## src/rtl/keypad_scan_ctrl.sv

```systemverilog
// 4x4 active-low keypad scanner with per-key debounce
// and a show-ahead press/release event FIFO.
module keypad_scan_ctrl #(
    parameter int CLK_DIV    = 4,
    parameter int DEB_SCANS  = 3,
    parameter int FIFO_DEPTH = 4
) (
    input  logic       clk,
    input  logic       rst,
    output logic [3:0] row_n_o,
    input  logic [3:0] col_n_i,
    output logic       evt_valid_o,
    input  logic       evt_ready_i,
    output logic [3:0] evt_code_o,
    output logic       evt_press_o,
    output logic       overflow_o,
    input  logic       clr_ovf_i
);
    localparam int TW = (CLK_DIV > 1) ? $clog2(CLK_DIV) : 1;
    localparam int CW = $clog2(DEB_SCANS + 1);
    localparam int PW = $clog2(FIFO_DEPTH);
    localparam int NW = PW + 1;

    typedef enum logic [1:0] {SCAN_WAIT, SAMPLE, EMIT} state_e;

    state_e                 state_q, state_d;
    logic [TW-1:0]          tick_q, tick_d;
    logic [1:0]             row_q, row_d;
    logic [15:0]            key_q, key_d;
    logic [15:0][CW-1:0]    cnt_q, cnt_d;
    logic [3:0]             emit_q, emit_d;
    logic [1:0]             sel;
    logic                   push;
    logic [4:0]             push_data;

    logic [4:0]             mem_q [FIFO_DEPTH];
    logic [PW-1:0]          wptr_q, rptr_q, rptr_d;
    logic [NW-1:0]          count_q, count_d;
    logic [4:0]             head_q, head_d;
    logic                   ovf_q, ovf_d;
    logic                   pop, full, push_ok;

    assign row_n_o     = ~(4'b0001 << row_q);
    assign evt_valid_o = (count_q != '0);
    assign evt_code_o  = head_q[4:1];
    assign evt_press_o = head_q[0];
    assign overflow_o  = ovf_q;

    always_comb begin
        state_d   = state_q;
        tick_d    = tick_q;
        row_d     = row_q;
        key_d     = key_q;
        cnt_d     = cnt_q;
        emit_d    = emit_q;
        push      = 1'b0;
        push_data = '0;
        sel       = '0;
        for (int c = 3; c >= 0; c--) begin
            if (emit_q[c]) sel = 2'(c);
        end
        unique case (state_q)
            SCAN_WAIT: begin
                if (tick_q == TW'(CLK_DIV - 1)) begin
                    tick_d  = '0;
                    state_d = SAMPLE;
                end else begin
                    tick_d = tick_q + 1'b1;
                end
            end
            SAMPLE: begin
                emit_d = '0;
                for (int c = 0; c < 4; c++) begin
                    if (~col_n_i[c] == key_q[{row_q, 2'(c)}]) begin
                        cnt_d[{row_q, 2'(c)}] = '0;
                    end else if (cnt_q[{row_q, 2'(c)}] == CW'(DEB_SCANS - 1)) begin
                        key_d[{row_q, 2'(c)}] = ~col_n_i[c];
                        cnt_d[{row_q, 2'(c)}] = '0;
                        emit_d[c]             = 1'b1;
                    end else begin
                        cnt_d[{row_q, 2'(c)}] = cnt_q[{row_q, 2'(c)}] + 1'b1;
                    end
                end
                if (emit_d != '0) begin
                    state_d = EMIT;
                end else begin
                    state_d = SCAN_WAIT;
                    row_d   = row_q + 2'd1;
                end
            end
            EMIT: begin
                push      = 1'b1;
                push_data = {row_q, sel, key_q[{row_q, sel}]};
                emit_d    = emit_q & (emit_q - 4'd1);
                if (emit_d == '0) begin
                    state_d = SCAN_WAIT;
                    row_d   = row_q + 2'd1;
                end
            end
            default: state_d = SCAN_WAIT;
        endcase
    end

    // A full FIFO still accepts a push when the head leaves in the same cycle
    always_comb begin
        pop     = evt_valid_o && evt_ready_i;
        full    = (count_q == NW'(FIFO_DEPTH));
        push_ok = push && (!full || pop);
        rptr_d  = rptr_q + PW'(pop);
        count_d = count_q + NW'(push_ok) - NW'(pop);
        if (count_d == '0) begin
            head_d = head_q;
        end else if (count_q == NW'(pop)) begin
            head_d = push_data;
        end else begin
            head_d = mem_q[rptr_d];
        end
        if (push && !push_ok) begin
            ovf_d = 1'b1;
        end else if (clr_ovf_i) begin
            ovf_d = 1'b0;
        end else begin
            ovf_d = ovf_q;
        end
    end

    always_ff @(posedge clk or posedge rst) begin
        if (rst) begin
            state_q <= SCAN_WAIT;
            tick_q  <= '0;
            row_q   <= '0;
            key_q   <= '0;
            cnt_q   <= '0;
            emit_q  <= '0;
            wptr_q  <= '0;
            rptr_q  <= '0;
            count_q <= '0;
            head_q  <= '0;
            ovf_q   <= 1'b0;
        end else begin
            state_q <= state_d;
            tick_q  <= tick_d;
            row_q   <= row_d;
            key_q   <= key_d;
            cnt_q   <= cnt_d;
            emit_q  <= emit_d;
            wptr_q  <= wptr_q + PW'(push_ok);
            rptr_q  <= rptr_d;
            count_q <= count_d;
            head_q  <= head_d;
            ovf_q   <= ovf_d;
        end
    end

    always_ff @(posedge clk) begin
        if (push_ok) mem_q[wptr_q] <= push_data;
    end
endmodule

```

## config.mk

```make
export PLATFORM = sky130hd
export DESIGN_NAME = keypad_scan_ctrl
export DESIGN_NICKNAME = d
export VERILOG_FILES = /design/src/rtl/keypad_scan_ctrl.sv
export SDC_FILE = /design/constraint.sdc
export NUM_CORES = 1
export LEC_CHECK = 0
export BUFFER_PORTS_ARGS = -buffer_cell sky130_fd_sc_hd__buf_4
export CAP_MARGIN = 25
export CORE_MARGIN = 2
export CORE_UTILIZATION = 65
export CTS_BUF_LIST = sky130_fd_sc_hd__clkbuf_8 sky130_fd_sc_hd__clkbuf_16
export DETAILED_ROUTE_END_ITERATION = 10
export PLACE_DENSITY = 0.86
export SLEW_MARGIN = 20
export SYNTH_ARGS = -nofsm -noshare
export SYNTH_HDL_FRONTEND = slang
export SYNTH_SLANG_ARGS = --single-unit
export TNS_END_PERCENT = 30
```

## constraint.sdc

```tcl
create_clock -name clk -period 7.7 [get_ports clk]
set_clock_uncertainty 0.15 [all_clocks]
set_input_delay 0.385 -clock clk [delete_from_list [all_inputs] [get_ports clk]]
set_output_delay 0.385 -clock clk [all_outputs]
set_load 0.01 [all_outputs]
```

# --- After elaboration in Yosys (flattened, before gate mapping) ---
# Memory sizes are Yosys's and may differ from the RTL's.
# Index checks and enable logic that the tools add are counted.
totals:
  regBits: 71
  input_bits: 8
  ramBits: 20
  mem_count: 1
  wordCells: 193
op_classes:
  eq_ne: 16
  n_reduce_logical: 19
  n_addsub: 11
  mux: 96
  bitwise: 14
  n_shift: 1
  order_cmp: 9
memory_table:
  columns: ["name", "words", "word_bits", "rd", "rd_clocked_by_memory_dff", "wr", "line", "text"]
  rows:
  - ["mem_q", 4, 5, 1, 0, 1, "36", "logic [4:0] mem_q [FIFO_DEPTH];"]
ops:
  columns: ["cell", "count"]
  rows:
  - ["32-bit two-way mux", 11]
  - ["16-bit two-way mux", 11]
  - ["32-bit AND", 4]
  - ["32-bit bitwise mux", 4]
  - ["16-bit bitwise mux", 4]
  - ["2-bit two-way mux", 18]
  - ["26-bit inverter with 32-bit output", 1]
  - ["28-bit inverter with 32-bit output", 1]
  - ["30-bit inverter with 32-bit output", 1]
  - ["32-bit inverter", 1]
  - ["1-bit two-way mux", 26]
  - ["4-bit by 5-bit less-than comparator with 1-bit output (second input constant)", 5]
  - ["2-bit binary-select mux with 2-bit select", 4]
  - ["2-bit demux with 2-bit select", 4]
  - ["4-bit by 1-bit greater-or-equal comparator with 1-bit output (second input constant)", 4]
  - ["2-bit by 1-bit adder with 2-bit output (second input constant)", 6]
  - ["2-bit equality test (second input constant)", 6]
  - ["5-bit two-way mux", 2]
  - ["1-bit binary-select mux with 2-bit select", 4]
  - ["1-bit demux with 2-bit select", 4]
  - ["4-bit one-hot mux with 2 select lines", 1]
  - ["1-bit logical AND", 7]
  - ["2-bit inequality test (second input constant)", 3]
  - ["2-bit one-hot mux with 3 select lines", 1]
  - ["24 further kinds", 33]

# --- Logic depth before layout (Yosys ltp) ---
# Gate-level depths: netlist of the first run.
depth:
  ltp_word: 20
  depth_mapped: 13
  ltp_nobuf: 12

# --- Worst setup path after synthesis of the first run ---
# Ideal clock, no wire load.
synth_timing:
  path_kind: "register to register"
  startpoint: "reg count_q[2]"
  endpoint: "reg head_q[0]"
  path_stages_with_launch: 12
  setup_slack_ps: 4677
  setup_time_ps: 149
  arrival_ps: 2723
  path_cell_list: "dfrtp_1 -> or3_1 -> and2_1 -> ha_1 -> inv_1 -> ha_1 -> fa_1 -> xor2_1 -> xnor2_1 -> nor3_1 -> clkbuf_1 -> o311ai_0"
synth_between:
  elab_chain_cells: 7
  elab_cells_between_ends: 13
  cone_classes: "3 x add/sub; 2 x eq/ne; 1 x mux; 6 x reduce/logical; 1 x memory"
synth_lines:
  columns: ["element", "line", "text"]
  rows:
  - ["start: declaration", "38", "logic [NW-1:0] count_q, count_d;"]
  - ["start signal: assignment", "149", "count_q <= count_d;"]
  - ["3-bit nonzero test *", "44", "assign evt_valid_o = (count_q != '0);"]
  - ["net evt_valid_o", "12", "output logic evt_valid_o,"]
  - ["1-bit logical AND *", "106", "pop = evt_valid_o && evt_ready_i;"]
  - ["1-bit logical OR", "108", "push_ok = push && (!full || pop);"]
  - ["1-bit logical AND", "108", null]
  - ["3-bit by 1-bit adder with 3-bit output", "110", "count_d = count_q + NW'(push_ok) - NW'(pop);"]
  - ["3-bit by 1-bit subtractor with 3-bit output *", "110", null]
  - ["net count_d[2]", "38", null]
  - ["3-bit zero test *", "111", "if (count_d == '0) begin"]
  - ["end signal: assignment", "138", "head_q <= '0;"]
  - ["end signal: assignment", "150", "head_q <= head_d;"]
  - ["end: declaration", "39", "logic [4:0] head_q, head_d;"]
# The timed path passes the listed nets; every way through them passes the cells marked *.
# A chain may end at the register's enable or synchronous reset.

# --- Worst setup path after layout of the first run ---
layout_timing:
  startpoint: "reg state_q[0]"
  endpoint: "reg head_q[0]"
layout_between:
  elab_chain_cells: 6
  elab_cells_between_ends: 8
  cone_classes: "2 x add/sub; 1 x eq/ne; 3 x mux; 2 x reduce/logical"
layout_lines:
  columns: ["element", "line", "text"]
  rows:
  - ["start: declaration", "26", "state_e state_q, state_d;"]
  - ["start signal: assignment", "141", "state_q <= state_d;"]
  - ["2-bit equality test", "62", "unique case (state_q)"]
  - ["1-bit two-way mux", "62", null]
  - ["1-bit logical AND", "108", null]
  - ["3-bit by 1-bit adder with 3-bit output", "110", null]
  - ["3-bit by 1-bit subtractor with 3-bit output", "110", null]
  - ["net count_d[2]", "38", null]
  - ["3-bit zero test", "111", null]
# The timed path passes the listed nets, and every way through them passes these cells.

==> results of run 1 <==
## metal layers
| layer | vias to the layer above | routed length [um] | GRT usage [%] |
|---|---|---|---|
| li1 | 1476 | - | - |
| met1 | 1613 | 4030 | 38.2 |
| met5 | - | 0 | 0 |
| met2 | 107 | 4390 | 38.8 |
| met3 | 11 | 412 | 3.39 |
| met4 | 0 | 138 | 9.09 |
## final timing paths
kind,cells after the start,end
setup / recovery,12,head_q[0]
hold / removal,2,overflow_o
setup reg to reg,12,head_q[0]
hold reg to reg,2,cnt_q[5]
max in group asynchronous,3,cnt_q[13]
min in group asynchronous,3,cnt_q[10]
## power breakdown
part	internal, W	leakage, nW	switching [W]
Combinational	0.0000652	0.924	0.0000906
Clock	0.000212	0.119	0.000159
Sequential	0.000512	1.15	0.0000158
## worst register-to-register path: cells and delay by family (launching register included)
kind	cells	cell delay, ps
DFF	1	400
xor gates and xnor gates	2	310
AOI/OAI and AO/OA	1	150
adders and majority gates	4	1370
and+or+nand+nor	2	480
buffers and inverters	3	400
## sequential cells by signal (all words and copies together) (netlist names)
register and count:
emit_q 4, rptr_q 2, state_q 2, tick_q 2
wptr_q 2, cnt_q 32, head_q 5, row_q 2
overflow_o 1, count_q 3, key_q 16, mem_q 20
## per-stage QoR
stage	util [%]	setup slack (ps)
2_1_floorplan	-	4680
3_3_place_gp	69.4	4210
3_5_place_dp	69.4	4020
4_1_cts	72.8	3960
5_1_grt	73.0	4060
6_report	73.0	4330
## placed cells by master (no fill, tap or decap), types with 2 or more instances in the layout
cell type and n:
a21oi_1 8, a22oi_1 3, a311o_1 2, a31oi_1 4, and2_1 3, and4_1 2, buf_4 20, bufinv_16 3
clkbuf_8 9, dfrtp_1 71, edfxtp_1 20, ha_1 16, inv_1 25, mux2i_1 5, mux4_2 17, nand2_1 55
nand2b_1 9, nand3_1 2, nand4_1 2, nor2_1 8, nor2b_1 4, nor3_1 4, nor3b_1 4, o21ai_0 36
o31ai_1 45, o32ai_1 2, xnor2_2 4, xor2_1 3
## cell families after synthesis
| family | count (synthesis) | share of synthesized area, % |
|---|---|---|
| AO/OA/AOI/OAI | 111 | 16.3 |
| XOR/XNOR | 8 | 2.20 |
| buffers and inverters | 48 | 4.18 |
| AND/OR/NAND/NOR | 98 | 10.2 |
| multiplexers | 23 | 9.77 |
| adder cells (fa/ha/maj) | 18 | 5.07 |
| flip-flops | 91 | 52.3 |
## cell type report
cell class                 instances  area, um^2  area share [%]
sequential                        91        2380            48.0
clock buffer                       9         124            2.50
clock inverter                     7         109            2.20
multi-input combinational        258        1980            40.0
inverter                          24        90.1            1.82
timing repair buffer              21         155            3.13
tap                               96         120            2.42
==> flow_summary.toml, run 1 <==
[placed_design]
routabilityCongestion = 0.815
hpwl_um = 5860
io_buffers = 18
place_area_um2 = 4710
post-place-cells = 489

[logic_synthesis]
async_flop_share_pct = 78.0
ys_types = 48
synth_ff_type = "dfrtp_1"
synth-edff-count = 20
syn_nets = 422
yosysWarnings = 0
synthCells = 397
synth.largest_area_cell = "dfrtp_1"
synth.most_common_cell = "dfrtp_1"
ys_seq_elements = 91
syn-cell-area_um2 = 4540
yosysSeqAreaShare_pct = 52.3
synth_area_leaders = "dfrtp_1 39%, edfxtp_1 13%, mux4_2 8.4%, o31ai_1 7.4%, nand2_1 4.5%"
synth_commonest_cells = "71 x dfrtp_1, 55 x nand2_1, 45 x o31ai_1"
syn-mean-instance-area_um2 = 11.4
yosysTopAreaCellShare_pct = 39.1

[sta]
finalCriticalPeriod_ps = 3370
clock.fmax_mhz = 297
worstMarginPinSlew_ps = 994
slew_viol_final = 0
hold_ws_ps = 66.7
period_share_pct = 43.8
maxSlewHeadroom_pct = 33.7
setup_tns_ps = 0
hold_viol = 0
setup_viol = 0
rsz0062_at_grt = "no"

[routing]
drcViolationCount = 0
wl_per_cell_um = 17.7
totalWireLength_um = 8980
dr_total_vias = 3207
firstDrtPassIters = 5
detail-route-antenna-nets = 0
viasPerCell = 6.34
drt_iter0_markers = 300

[global_route]
antenna_found_initial = 0
grt_first_pass_wirelength_um = 14800
track_usage_pct = 25.4
grt_max_degree = 72
grt_overflow_total = 0
grt_pass1_vias = 2993

[min_path]
worstHoldPathType = "in2reg"
hp-start = "clr_ovf_i"

[cts]
cts_tree = "done"
cts_root_buffer = "clkbuf_8"
postCtsResizedCells = 0
clkLatencyLatePin_ps = 360
clk_path_buf_depth = 2
cts_made_buffers = 9
clock-sinks = 91
htreeDepth = 3
cts_setup_buffers = 0
clkTransAtPathRegs_ps = 80
ctsHoldBuffers = 0

[finish]
n_antenna_cell = 0
drive_gt1_share_pct = 14.6
finalNonFillerCells = 506
nFillCells = 449
area_delta_synth_final_pct = 9.09
num-nets-final = 430
stdcell_area_um2 = 4960

[worst_setup_path]
worstPathMaxFanout = 15
slowest_delay_ps = 480
cp_cell_sequence = "inv_1 > ha_1 > nand2b_1 > ha_1 > inv_1 > ha_1 > fa_1 > xor2_1 > xnor2_1 > nor3_1 > buf_2 > o311ai_0"
start_kind = "flop"
reg2reg_from = "state_q[0]"
reg2reg_slack_ps = 4330
startpoint = "state_q[0]"
critPathKind = "reg2reg"
worst_ep_required_time_ps = 7780
end_kind = "flop"
cp.arrival_ps = 3450
crit_top_cell = "ha_1"
critical_path.slowest_cell = "ha_1"
critPathTopFamily = "adder cells"
critPathBufInv = 3

[floorplan]
start_util_pct = 66.9
die_h_um = 87.6
die_w_um = 87.6
io_pins = 19
die_area_um2 = 7680
core_um2 = 6790
rows = 30

[power_and_ir_drop]
peakVddDrop_mv = 0.113
p_leak_nw = 2.19
powerDensity_nw_per_um2 = 213
fin_total_pwr_w = 0.00105

[status]
status = "complete, no violations"

[flow_run]
drv_cap = 0
(Power assumes the default switching activity.)
==> run 2: changes to the inputs <==
--- a/config.mk
+++ b/config.mk
@@ -8,10 +8,10 @@
 export BUFFER_PORTS_ARGS = -buffer_cell sky130_fd_sc_hd__buf_4
 export CAP_MARGIN = 25
 export CORE_MARGIN = 2
-export CORE_UTILIZATION = 65
+export CORE_UTILIZATION = 55
 export CTS_BUF_LIST = sky130_fd_sc_hd__clkbuf_8 sky130_fd_sc_hd__clkbuf_16
 export DETAILED_ROUTE_END_ITERATION = 10
-export PLACE_DENSITY = 0.86
+export PLACE_DENSITY = 0.78
 export SLEW_MARGIN = 20
 export SYNTH_ARGS = -nofsm -noshare
 export SYNTH_HDL_FRONTEND = slang
==> constraint.sdc (replaced) <==
create_clock -name clk -period 2.9 [get_ports clk]
set_clock_uncertainty 0.15 [all_clocks]
set_input_delay 0.145 -clock clk [delete_from_list [all_inputs] [get_ports clk]]
set_output_delay 0.145 -clock clk [all_outputs]
set_load 0.01 [all_outputs]
==> run 2 against run 1 <==
  * The run now ends with negative setup slack left
  * Critical path depth unchanged
  * Critical endpoint unchanged
  * Die area up 17%
  * Worst hold slack better by 180 ps
  * Sequential share of layout area down 2.7 points
  * Register-to-register slack worse by 4400 ps
  * Highest routed layer unchanged
  * Cell count up 7.1%
  * Largest power group unchanged
==> flow_summary.toml, run 2 (same netlist as run 1, synthesis figures left out) <==
[cts]
clk_path_buf_depth = 2
cts_made_buffers = 9
clkLatencyLatePin_ps = 350
clock-sinks = 91
clkTransAtPathRegs_ps = 90
htreeDepth = 3
cts_root_buffer = "clkbuf_8"
cts_tree = "done"

[floorplan]
rows = 33
die_h_um = 94.9
io_pins = 19
die_w_um = 94.9
core_um2 = 8090
start_util_pct = 56.2
die_area_um2 = 9010

[finish]
multiInputGateArea_um2 = 2040
regArea_um2 = 2380
n_antenna_cell = 0
nFillCells = 645
num-nets-final = 457
area_delta_synth_final_pct = 15.5
stdcell_area_um2 = 5250
drive_gt1_share_pct = 21.1
reg.largest.list = "cnt_q x32, mem_q x20, key_q x16"
final_common_cell = "dfrtp_1"
top_register = "cnt_q"
largest_reg_flops = 32
final_cell_mix = "71 x dfrtp_1, 55 x nand2_1, 45 x o31ai_1"

[power_and_ir_drop]
p_int_w = 0.00211
power_switching_w = 0.000832
p_clk_share_pct = 29.6
p_leak_nw = 2.32
peakVddDrop_mv = 0.322
comb_power_share_pct = 23.0
seqPwrFrac_pct = 47.4
fin_total_pwr_w = 0.00294
powerDensity_nw_per_um2 = 561
switching_share_pct = 28.3

[worst_setup_path]
reg2reg_slack_ps = -60
critPathKind = "reg2reg"
critPathBufInv = 2
cp.arrival_ps = 3060
reg2reg_depth = 12
critical_path.slowest_cell = "dfrtp_1"
critPathTopFamily = "adder cells"
worst_ep_required_time_ps = 3000
reg2reg_from = "count_q[2]"
worstPathMaxFanout = 6
start_kind = "flop"
slowest_delay_ps = 400
cp_cell_sequence = "or3_4 > and2_4 > ha_4 > inv_2 > ha_2 > fa_2 > xor2_2 > xnor2_2 > nor3_2 > buf_4 > a211o_1 > o311ai_1"
r2r_end = "head_q[0]"
end_kind = "flop"

[routing]
wl_met2_um = 4660
drt_iter0_markers = 253
routed-wl-met3_um = 388
firstDrtPassIters = 4
totalWireLength_um = 9400
highest_layer = "met4"
viasPerCell = 5.93
wl_per_cell_um = 17.3
dr_total_vias = 3214
wl_met1_um = 4150
drcViolationCount = 0
detail-route-antenna-nets = 0

[min_path]
hp-start = "evt_ready_i"
holdPathEnd = "wptr_q[0]"
worstHoldPathType = "in2reg"
hold_path_depth = 5

[global_route]
grt_overflow_total = 0
grt_max_degree = 72
antenna_found_initial = 0
grt_pass1_vias = 3265
grt_first_pass_wirelength_um = 15800
track_usage_pct = 23.1

[status]
status = "finished, violations left"
violations = "negative setup slack"

[placed_design]
place_area_um2 = 4890
hpwl_um = 6300
routabilityCongestion = 0.815
io_buffers = 18

[sta]
rsz0062_at_grt = "yes"
worstMarginPinSlew_ps = 915
hold_viol = 0
setup_viol = 3
clock.fmax_mhz = 338
hold_ws_ps = 249
maxSlewHeadroom_pct = 39.0
slew_viol_final = 0
finalCriticalPeriod_ps = 2960
finalWorstSetupSlack_ps = -61.2
period_share_pct = 102

[flow_run]
drv_cap = 0
run 2: layer usage:
metal | up-vias | track usage, %
met4 | 0 | 9.18
met1 | 1572 | 30.9
met3 | 22 | 5.03
li1 | 1531 | -
met2 | 89 | 37.0
met5 | - | 0
run 2: worst max-delay path by stage:
stage / start / cells after the start / to / slack (ps)
5_1_grt: count_q[1] / 12 / head_q[0] / -140
3_3_place_gp: count_q[2] / 12 / head_q[0] / 30
3_5_place_dp: count_q[2] / 12 / head_q[0] / -150
4_1_cts: count_q[2] / 12 / head_q[0] / -50
6_report: count_q[2] / 12 / head_q[0] / -60
2_1_floorplan: count_q[2] / 11 / head_q[0] / 30
run 2: what timing repair did:
item	in CTS	in global routing
pin swaps	1	4
hold buffers	7	0
cloned	0	0
buffers inserted	2	1
endpoints found under the hold margin	88	0
setup endpoints to repair	5	5
gates resized for setup	6	7
run 2: power by group through the flow:
stage,registers [W],clock network (W),logic (W)
final,0.00140,0.000870,0.000677
after global routing,0.00140,0.000941,0.000728
after global placement,0.00142,0,0.000469
after floorplan,0.00142,0,0.000317
after CTS,0.00139,0.000891,0.000610
after detailed placement,0.00142,0,0.000505
run 2: area by class of cell:
| cell class | count | area share [%] |
|---|---|---|
| tap | 105 | 2.50 |
| clock buffer | 9 | 2.36 |
| timing repair buffer | 48 | 7.91 |
| multi-input combinational | 258 | 38.8 |
| clock inverter | 7 | 1.43 |
| sequential | 91 | 45.3 |
| inverter | 24 | 1.72 |
run 2: worst min-delay path, delay by kind of cell:
| kind | cells | cell delay [ps] |
|---|---|---|
| adders and majority gates | 1 | 140 |
| buffers and inverters | 2 | 220 |
| and+or+nand+nor | 2 | 210 |
run 2: per-stage QoR:
step / util [%] / setup WS (ps) / TNS (ps) / cells
2_1_floorplan: - / 28.2 / 0 / 397
3_3_place_gp: 60.4 / 33.3 / 0 / 516
3_5_place_dp: 60.4 / -146 / -213 / 516
4_1_cts: 64.3 / -50.8 / -50.9 / 541
5_1_grt: 64.9 / -145 / -644 / 542
6_report: 64.9 / -61.2 / -67.2 / 542
